## src/rtl/pos_pkg.sv

```systemverilog
// Shared definitions for the position route scheduler: walker state codes,
// position codes, route decision bit indices, controller states, and the
// walker transition / position decode helpers.
package pos_pkg;

    // Walker state encoding
    localparam logic [3:0] S0  = 4'd0;
    localparam logic [3:0] S1  = 4'd1;
    localparam logic [3:0] S2  = 4'd2;
    localparam logic [3:0] S3  = 4'd3;
    localparam logic [3:0] S4  = 4'd4;
    localparam logic [3:0] S5  = 4'd5;
    localparam logic [3:0] S6  = 4'd6;
    localparam logic [3:0] S7  = 4'd7;
    localparam logic [3:0] S8  = 4'd8;
    localparam logic [3:0] S9  = 4'd9;
    localparam logic [3:0] S10 = 4'd10;
    localparam logic [3:0] S11 = 4'd11;
    localparam logic [3:0] S12 = 4'd12;
    localparam logic [3:0] S13 = 4'd13;
    localparam logic [3:0] S14 = 4'd14;
    localparam logic [3:0] S15 = 4'd15;

    // Position codes driven to the actuator
    localparam logic [1:0] POS_00 = 2'b00;
    localparam logic [1:0] POS_01 = 2'b01;
    localparam logic [1:0] POS_10 = 2'b10;
    localparam logic [1:0] POS_11 = 2'b11;

    // Route word decision bit indices (a is the MSB, g the LSB)
    localparam int RB_A = 6;
    localparam int RB_B = 5;
    localparam int RB_C = 4;
    localparam int RB_D = 3;
    localparam int RB_E = 2;
    localparam int RB_F = 1;
    localparam int RB_G = 0;

    // Controller states
    typedef enum logic {
        IDLE = 1'b0,
        RUN  = 1'b1
    } ctrl_state_t;

    // Walker transition taken on a step, steered by the route decision bits
    function automatic logic [3:0] walker_next(input logic [3:0] st, input logic [6:0] route);
        logic [3:0] nxt;
        case (st)
            S0:            nxt = S1;
            S1:            nxt = route[RB_A] ? S2 : S3;
            S2, S3:        nxt = route[RB_B] ? S4 : S5;
            S4, S5:        nxt = S6;
            S6:            nxt = route[RB_C] ? S8 : S7;
            S7, S8:        nxt = route[RB_D] ? S9 : S10;
            S9, S10:       nxt = route[RB_E] ? S11 : (route[RB_F] ? S12 : S13);
            S11, S12, S13: nxt = S14;
            S14:           nxt = route[RB_G] ? S15 : S0;
            S15:           nxt = S0;
            default:       nxt = S0;
        endcase
        return nxt;
    endfunction

    // Actuator position for a given walker state
    function automatic logic [1:0] pos_decode(input logic [3:0] st);
        logic [1:0] p;
        case (st)
            S0, S1, S6, S7, S14: p = POS_00;
            S10:                 p = POS_11;
            S12:                 p = POS_10;
            default:             p = POS_01;
        endcase
        return p;
    endfunction

endpackage

```

## src/rtl/pos_walker.sv

```systemverilog
// Position walker: 16-state route-steered sequencer. Advances only on step,
// returns home on abort_clr, and presents the decoded actuator position.
// pos is registered together with the state, so it always equals the
// decode of the current state.
module pos_walker
    import pos_pkg::*;
(
    input  logic       clk,
    input  logic       rst_n,
    input  logic       step,
    input  logic [6:0] route,
    input  logic       abort_clr,
    output logic [3:0] state,
    output logic [1:0] pos
);

    logic [3:0] state_r;
    logic [1:0] pos_r;
    logic [3:0] next_state_s;

    // Next walker state from the current state and latched route bits
    always_comb begin
        next_state_s = walker_next(state_r, route);
    end

    // Walker state and position register: abort homes it, step advances it
    always_ff @(posedge clk or negedge rst_n) begin
        if (!rst_n) begin
            state_r <= S0;
            pos_r   <= POS_00;
        end else if (abort_clr) begin
            state_r <= S0;
            pos_r   <= POS_00;
        end else if (step) begin
            state_r <= next_state_s;
            pos_r   <= pos_decode(next_state_s);
        end else begin
            state_r <= state_r;
            pos_r   <= pos_r;
        end
    end

    assign state = state_r;
    assign pos   = pos_r;

endmodule

```

## src/rtl/pos_route_sched.sv

```systemverilog
// Position route scheduler: round-robin arbitration between two requesters,
// route/dwell latching, dwell pacing of the walker and pass completion.
// Optional feature: define POS_SCHED_ABORT_EN to add the abort/abort_ack
// ports, which cut a running pass short and home the walker.
module pos_route_sched
    import pos_pkg::*;
#(
    parameter int DWELL_W = 4
) (
    input  logic               clk,
    input  logic               rst_n,
    input  logic [1:0]         req,
    input  logic [6:0]         route0,
    input  logic [6:0]         route1,
    input  logic [DWELL_W-1:0] dwell,
`ifdef POS_SCHED_ABORT_EN
    input  logic               abort,
    output logic               abort_ack,
`endif
    output logic [1:0]         gnt,
    output logic               owner,
    output logic               busy,
    output logic               done,
    output logic               step,
    output logic [3:0]         walk_state,
    output logic [1:0]         pos
);

    ctrl_state_t        ctrl_r;
    logic [6:0]         route_r;
    logic [DWELL_W-1:0] dwell_r;
    logic [DWELL_W-1:0] cnt_r;
    logic               ptr_r;
    logic [1:0]         gnt_r;
    logic               owner_r;
    logic               busy_r;
    logic               done_r;
    logic               step_r;
`ifdef POS_SCHED_ABORT_EN
    logic               abort_ack_r;
`endif

    logic               win_valid_s;
    logic               win_idx_s;
    logic               last_step_s;
    logic               abort_run_s;
    logic [DWELL_W-1:0] cnt_inc_s;
    logic [3:0]         walk_state_s;

    // Arbitration: a lone requester wins, contention goes to the pointer's favourite
    always_comb begin
        win_valid_s = 1'b0;
        win_idx_s   = 1'b0;
        case (req)
            2'b01: begin
                win_valid_s = 1'b1;
                win_idx_s   = 1'b0;
            end
            2'b10: begin
                win_valid_s = 1'b1;
                win_idx_s   = 1'b1;
            end
            2'b11: begin
                win_valid_s = 1'b1;
                win_idx_s   = ptr_r;
            end
            default: begin
                win_valid_s = 1'b0;
                win_idx_s   = 1'b0;
            end
        endcase
    end

    // Pass-end detection and counter increment for the pacing logic
    always_comb begin
        last_step_s = step_r && (walker_next(walk_state_s, route_r) == S0);
        cnt_inc_s   = cnt_r + {{(DWELL_W-1){1'b0}}, 1'b1};
`ifdef POS_SCHED_ABORT_EN
        abort_run_s = abort && (ctrl_r == RUN);
`else
        abort_run_s = 1'b0;
`endif
    end

    // Controller FSM: grant and latch in IDLE, pace the walker in RUN.
    // step_r is precomputed so it is high exactly in cycles where the
    // running count equals the latched dwell.
    always_ff @(posedge clk or negedge rst_n) begin
        if (!rst_n) begin
            ctrl_r      <= IDLE;
            route_r     <= 7'b0000000;
            dwell_r     <= {DWELL_W{1'b0}};
            cnt_r       <= {DWELL_W{1'b0}};
            ptr_r       <= 1'b0;
            gnt_r       <= 2'b00;
            owner_r     <= 1'b0;
            busy_r      <= 1'b0;
            done_r      <= 1'b0;
            step_r      <= 1'b0;
`ifdef POS_SCHED_ABORT_EN
            abort_ack_r <= 1'b0;
`endif
        end else begin
            gnt_r       <= 2'b00;
            done_r      <= 1'b0;
`ifdef POS_SCHED_ABORT_EN
            abort_ack_r <= 1'b0;
`endif
            case (ctrl_r)
                IDLE: begin
                    if (win_valid_s) begin
                        ctrl_r  <= RUN;
                        busy_r  <= 1'b1;
                        gnt_r   <= win_idx_s ? 2'b10 : 2'b01;
                        owner_r <= win_idx_s;
                        route_r <= win_idx_s ? route1 : route0;
                        dwell_r <= dwell;
                        cnt_r   <= {DWELL_W{1'b0}};
                        step_r  <= (dwell == {DWELL_W{1'b0}});
                        if (req == 2'b11) begin
                            ptr_r <= ~win_idx_s;
                        end else begin
                            ptr_r <= ptr_r;
                        end
                    end else begin
                        busy_r <= 1'b0;
                        step_r <= 1'b0;
                    end
                end
                RUN: begin
                    if (abort_run_s) begin
                        ctrl_r      <= IDLE;
                        busy_r      <= 1'b0;
                        cnt_r       <= {DWELL_W{1'b0}};
                        step_r      <= 1'b0;
`ifdef POS_SCHED_ABORT_EN
                        abort_ack_r <= 1'b1;
`endif
                    end else if (last_step_s) begin
                        ctrl_r <= IDLE;
                        busy_r <= 1'b0;
                        cnt_r  <= {DWELL_W{1'b0}};
                        step_r <= 1'b0;
                        done_r <= 1'b1;
                    end else if (step_r) begin
                        cnt_r  <= {DWELL_W{1'b0}};
                        step_r <= (dwell_r == {DWELL_W{1'b0}});
                    end else begin
                        cnt_r  <= cnt_inc_s;
                        step_r <= (cnt_inc_s == dwell_r);
                    end
                end
                default: begin
                    ctrl_r <= IDLE;
                    busy_r <= 1'b0;
                    step_r <= 1'b0;
                end
            endcase
        end
    end

    pos_walker u_walker (
        .clk       (clk),
        .rst_n     (rst_n),
        .step      (step_r),
        .route     (route_r),
        .abort_clr (abort_run_s),
        .state     (walk_state_s),
        .pos       (pos)
    );

    assign gnt        = gnt_r;
    assign owner      = owner_r;
    assign busy       = busy_r;
    assign done       = done_r;
    assign step       = step_r;
    assign walk_state = walk_state_s;
`ifdef POS_SCHED_ABORT_EN
    assign abort_ack  = abort_ack_r;
`endif

endmodule

```

## config.mk

```make
export PLATFORM = sky130hd
export DESIGN_NAME = pos_route_sched
export DESIGN_NICKNAME = d
export VERILOG_FILES = /design/src/rtl/pos_pkg.sv /design/src/rtl/pos_walker.sv /design/src/rtl/pos_route_sched.sv
export SDC_FILE = /design/constraint.sdc
export NUM_CORES = 1
export LEC_CHECK = 0
export ABC_AREA = 1
export BUFFER_PORTS_ARGS = -buffer_cell sky130_fd_sc_hd__clkbuf_2
export CAP_MARGIN = 20
export CORE_MARGIN = 2
export CORE_UTILIZATION = 50
export DETAILED_ROUTE_END_ITERATION = 12
export PLACE_DENSITY = 0.86
export SLEW_MARGIN = 5
export SYNTH_ARGS = -nofsm -noshare
export SYNTH_HDL_FRONTEND = slang
export SYNTH_SLANG_ARGS = --single-unit
```

## constraint.sdc

```tcl
create_clock -name clk -period 1.6 [get_ports clk]
set_input_delay 0.32 -clock clk [delete_from_list [all_inputs] [get_ports clk]]
set_output_delay 0.32 -clock clk [all_outputs]
set_load 0.005 [all_outputs]
```

* After elaboration in Yosys (flattened, before gate mapping) *
Cells that the tools add are included.

storage, ports and cells
  bits in registers = 29
  output and inout port bits = 12
  word-level logic and storage cells = 86

operators by class
  add/sub/neg operators = 1
  equal/unequal tests = 27
  muxes and demuxes = 30
  bitwise logic cells = 2
  reductions and logical operators = 14

operator list
  cell                   count
  $eq A4 B4 Y1 const B   11
  $pmux W4 S10           1
  $eq A4 B3 Y1 const B   6
  $mux W4                6
  $logic_not A4 Y1       4
  $mux W1                12
  $eq A4 B1 Y1 const B   2
  $eq A4 B2 Y1 const B   2
  $mux W2                4
  $pmux W1 S2            4
  $pmux W4 S2            1
  $reduce_or A2 Y1       4
  $mux W7                1
  $pmux W2 S3            1
  $reduce_or A3 Y1       2
  $reduce_or A5 Y1       1
  $add A4 B1 Y4 const B  1
  $eq A2 B2 Y1 const B   2
  $eq A4 B4 Y1           1
  $reduce_and A3 Y1      1
  $eq A2 B1 Y1 const B   1
  $ne A2 B1 Y1 const B   1
  $ne A2 B2 Y1 const B   1
  $not A1 Y1             2
  2 further kinds        2

* Logic depth before layout (Yosys ltp) *
  depth after elaboration = 7
  depth in mapped cells = 15
  gate-level depth less buffers = 14

* By module *
Synthesis repeated with hierarchy kept, for this count alone.

unflattened totals
  cells, all modules = 227
  area total of the unflattened synthesis = 1647.8 sq um

modules (own cells, without submodules)
  module           times used  cells each  area each (sq um)  sequential area each (sq um)
  pos_route_sched  1           130         1073.5             575.6
  pos_walker       1           97          574.3              150.1

* Least setup slack after synthesis *
No wires, ideal clock.

  path kind = reg2reg
  start = register u_walker.state_r[1], in the netlist u_walker.state[1]
  end = register busy_r, in the netlist busy
  arrival time = 1.389 ns
  data required time = 1.479 ns
  setup slack = 0.091 ns
  cell stages (with the launch flop) = 12
  path buffers = 1
  cell sequence = dfrtp_1 -> buf_6 -> inv_1 -> nor2_1 -> nand2_1 -> nor2_1 -> nor2_1 -> nand3_1 -> nor2_1 -> nand3b_2 -> nand3_1 -> nand2_1

between the ends
  longest elaborated chain between the ends = 6
  elaborated cells between the ends (all ways) = 25
  classes of those cells = eq/ne (16); mux (1); reduce/logical (8)

ends and longest elaborated chain
  element                                                      line                    source
  start, declared                                              pos_walker.sv:17        logic [3:0] state_r;
  start signal, assigned                                       pos_walker.sv:35        state_r <= next_state_s;
  start signal, assigned                                       pos_walker.sv:38        state_r <= state_r;
  $eq A4 B4 Y1, or another cell as far along                   pos_pkg.sv:48           case (st)
  $reduce_or A3 Y1 / $reduce_or A2 Y1 (equally long branches)  pos_pkg.sv:48
  $pmux W4 S10 *                                               --
  $logic_not A4 Y1 *                                           --
  $logic_and A1 B1 Y1 *                                        pos_route_sched.sv:76   last_step_s = step_r && (walker_next(walk_state_s, route_r) == S0);
  $ne A2 B1 Y1 (no source line) *                              --
  end signal, assigned                                         pos_route_sched.sv:97   busy_r <= 1'b0;
  end signal, assigned                                         pos_route_sched.sv:113  busy_r <= 1'b1;
  end signal, assigned                                         pos_route_sched.sv:126  busy_r <= 1'b0;
  end, declared                                                pos_route_sched.sv:36   logic busy_r;

Every way passes the cells marked *; elsewhere a longest branch is shown, timed or not.
A chain may end at the register's enable or synchronous reset.

* Worst setup path after layout *
  start = register u_walker.state_r[2], in the netlist u_walker.state[2]
  end = register busy_r, in the netlist busy

Same word-level chain as after synthesis.

==> summary.md <==
| Metric | Value |
|---|---|
| Outcome | `complete, but fails checks` |
| Failing checks | `negative setup slack` |
| Critical Path, Cell by Cell | `inv_2, nor2_2, nand2_1, nor2_1, nor2_2, nand3_1, nor2_2, nand3b_4, nand3_1, nand2_1` |
| Pwr dens | `2060 nW/µm²` |
| First-pass GRT wire length | `6310 µm` |
| Crit path top cell by count | `nor2_2` |
| Vias in the first global route | `1428` |
| Static Leakage | `1.09 nW` |
| Final Non-Filler Cells | `310` |
| Worst-path clk slew | `0.11 ns` |
| 1st-iter DRT viols | `72` |
| Setup crit end kind | `flip-flop` |
| Die area | `3670 µm²` |
| Clk sinks | `29` |
| Endpoints failing setup | `3` |
| Placed Cells | `300` |
| DRC Markers | `0` |
| Critical Path Max Stage Delay | `0.50 ns` |
| Core footprint | `3050 µm²` |
| Filler cells | `258` |
| Setup Skew | `0.0186 ns` |
| CTS Buffer Depth | `2` |
| Final hold violation count | `0` |
| Flops & latches, synth | `29` |
| Clk Latency, worst-skew pair | `0.34 ns` |
| Post-Synthesis Cells | `216` |
| Area of the multi-input gates | `815 µm²` |
| Critical Path AT | `1.89 ns` |
| Gr ovfl total | `0` |
| VDD IR-drop max | `1010 µV` |
| Minimum clock period | `1.66 ns` |
| Reg2reg start | `u_walker.state[2]` |
| Max-slew violations | `0` |
| Setup TNS Final | `-0.139 ns` |
| Sequential cell area | `731 µm²` |
| Yosys cell types | `27` |
| WL per Instance | `12.2 µm` |
| Diode count | `0` |
| Drt first pass iters | `4` |
| Die X-Extent | `60.6 µm` |
| Max_slew headroom | `73.5%` |
| Critical path class | `flip-flop to flip-flop` |
| Avg Cell Area, Syn | `7.41 µm²` |
| CTS H-tree depth | `2` |
| # IOs | `34` |
| Hold path cells | `3` |
| Top-area cell type share of the netlist area | `45.3%` |
| Number of antenna violations at the first check in global routing | `0` |
| Max Freq | `0.603 GHz` |
| Final WS setup | `-0.0580 ns` |
| Initial Util | `52.5%` |
| Syn Nets | `239` |
| Biggest area consumer among synthesized cells | `dfrtp_1` |
| CP max-delay cell | `dfrtp_2` |
| R2R cell count | `10` |
| Crit path max-delay family | `simple AND/OR/NAND/NOR gates` |
| Cell area after synthesis | `1600 µm²` |
| DRT antenna net count | `0` |
| Via/cell ratio | `5.13` |
| Post-DP HPWL | `2770 µm` |
| Worst min-delay path startpoint | `route1[4]` |
| CTS tree | `done` |
| Final Cycle Share | `104%` |
| Area Overhead vs Synth | `27.8%` |
| Critical path depth in cells | `10` |
| Top cells by area, synth | `dfrtp_1 (45%), nand2_1 (15%), nor2_1 (6.1%)` |
| GRT Util Overall | `23.7%` |
| Power, Total | `4.22 mW` |
| Port Buf Inserts | `33` |
| Vias post-DR | `1589` |
| Crit start category | `flip-flop` |
| RSZ-0062 raised after global routing | `true` |
| Max_cap viols | `0` |
| CP required | `1.83 ns` |
| Worst-Margin Slew | `0.394 ns` |
| Root buffer cell | `clkbuf_4` |
| CTS buffer count | `5` |
| # nets final | `288` |
| Final WL | `3800 µm` |
| Fraction of layout cells with a size suffix above 1 | `30.8%` |
| Max Fanout on Critical Path | `7` |
| Die height | `60.6 µm` |
| Largest net degree at the start of global routing | `30` |
| Reg2Reg Setup Slack | `-0.06 ns` |
| Hold Crit Class | `input pin to flip-flop` |
| Buf+Inv Stages, Crit Path | `1` |
| RePlAce Congestion | `0.922` |
| Sequential area share after synthesis | `45.3%` |
| FP Rows | `20` |
| RR Endpoint | `busy` |
| Hold path endpoint | `route_r[4]` |
| Yosys warning count | `0` |
[flip-flops by register name, indices dropped and copies added, names as in the netlist]
signal          cells
ptr_r               1
gnt                 2
step                1
ctrl_r              1
busy                1
cnt_r               4
u_walker.pos        2
owner               1
u_walker.state      4
done                1
route_r             7
dwell_r             4
[worst reg2reg max path, delay by kind of cell (launching register included)]
kind | cells | cell delay (ns)
buffers and inverters | 1 | 0.11
flip-flops | 1 | 0.50
AND/OR/NAND/NOR | 9 | 0.93
[synth_stat cells (all sizes together)]
master	number
a21boi	1
a21oi	4
a31oi	1
a32o	1
and2	1
buf	2
clkinv	2
dfrtp	29
ha	1
inv	27
nand2	70
nand3	19
nand3b	2
nand4	4
nor2	32
nor3	1
o211ai	6
o21ai	8
o22ai	1
xnor2	2
xor2	2
[cells by family after synthesis]
group	after synthesis	synth area share [%]
DFF	29	45.3
and+or+nand+nor	129	35.5
adders and majority gates	1	0.781
xor gates and xnor gates	4	2.19
buffers and inverters	31	7.81
AOI/OAI and AO/OA	22	8.44
[through the flow]
step	util (%)	hold slack (ns)	worst slack (ns)	area, µm²
floorplan	-	0.0244	0.0907	1600
global placement	61.4	0.342	-0.125	1870
detailed placement	61.4	0.343	-0.150	1870
CTS	65.7	0.196	0.0201	2010
global route	67.0	0.203	-0.135	2050
finish	67.0	0.200	-0.0580	2050
[routing by layer]
layer	part of all wire (%)	GRT usage (%)	wire (µm)	up-vias
li1	-	-	-	789
met1	45	30.4	1710	737
met2	47	36.6	1780	47
met3	4.3	6.61	163	16
met4	3.8	12.7	145	0
met5	0	0	0	-
[timing repair]
action	4_1_cts	5_1_grt
hold endpoints to repair	29	0
hold buffers	1	0
pin swaps	2	4
setup endpoints to repair	6	7
resized for setup	12	11
setup buffers	1	0
[placed cells by master, fill, tap and decap left out, types with 8 or more instances in the layout]
master,count
buf_4,10
clkbuf_2,33
dfrtp_1,25
inv_1,21
nand2_1,61
nand2_2,8
nand3_1,18
nor2_1,21
o21ai_0,8
[worst max-delay path by stage]
stage,startpoint,to,slack [ns]
2_1_floorplan,u_walker.state[1],busy,0.09
3_3_place_gp,u_walker.state[1],busy,-0.12
3_5_place_dp,u_walker.state[1],busy,-0.15
4_1_cts,u_walker.state[0],busy,0.02
5_1_grt,u_walker.state[3],ctrl_r,-0.13
6_report,u_walker.state[2],busy,-0.06
[report_power, final]
| group | internal, mW | switching [mW] | total (mW) | leakage [nW] |
|---|---|---|---|---|
| logic | 0.905 | 1.30 | 2.20 | 0.689 |
| registers | 1.07 | 0.307 | 1.37 | 0.354 |
| clock network | 0.373 | 0.270 | 0.643 | 0.0455 |
| total | 2.35 | 1.88 | 4.22 | 1.09 |
[final cells by class]
type,instances,share of cell area [%]
Clock buffer,7,2.69
Clock inverter,1,1.47
Inverter,29,5.44
Multi-Input combinational cell,156,39.8
Sequential cell,29,35.7
Tap cell,44,2.69
Timing Repair Buffer,44,12.2
(Power assumes the default switching activity.)
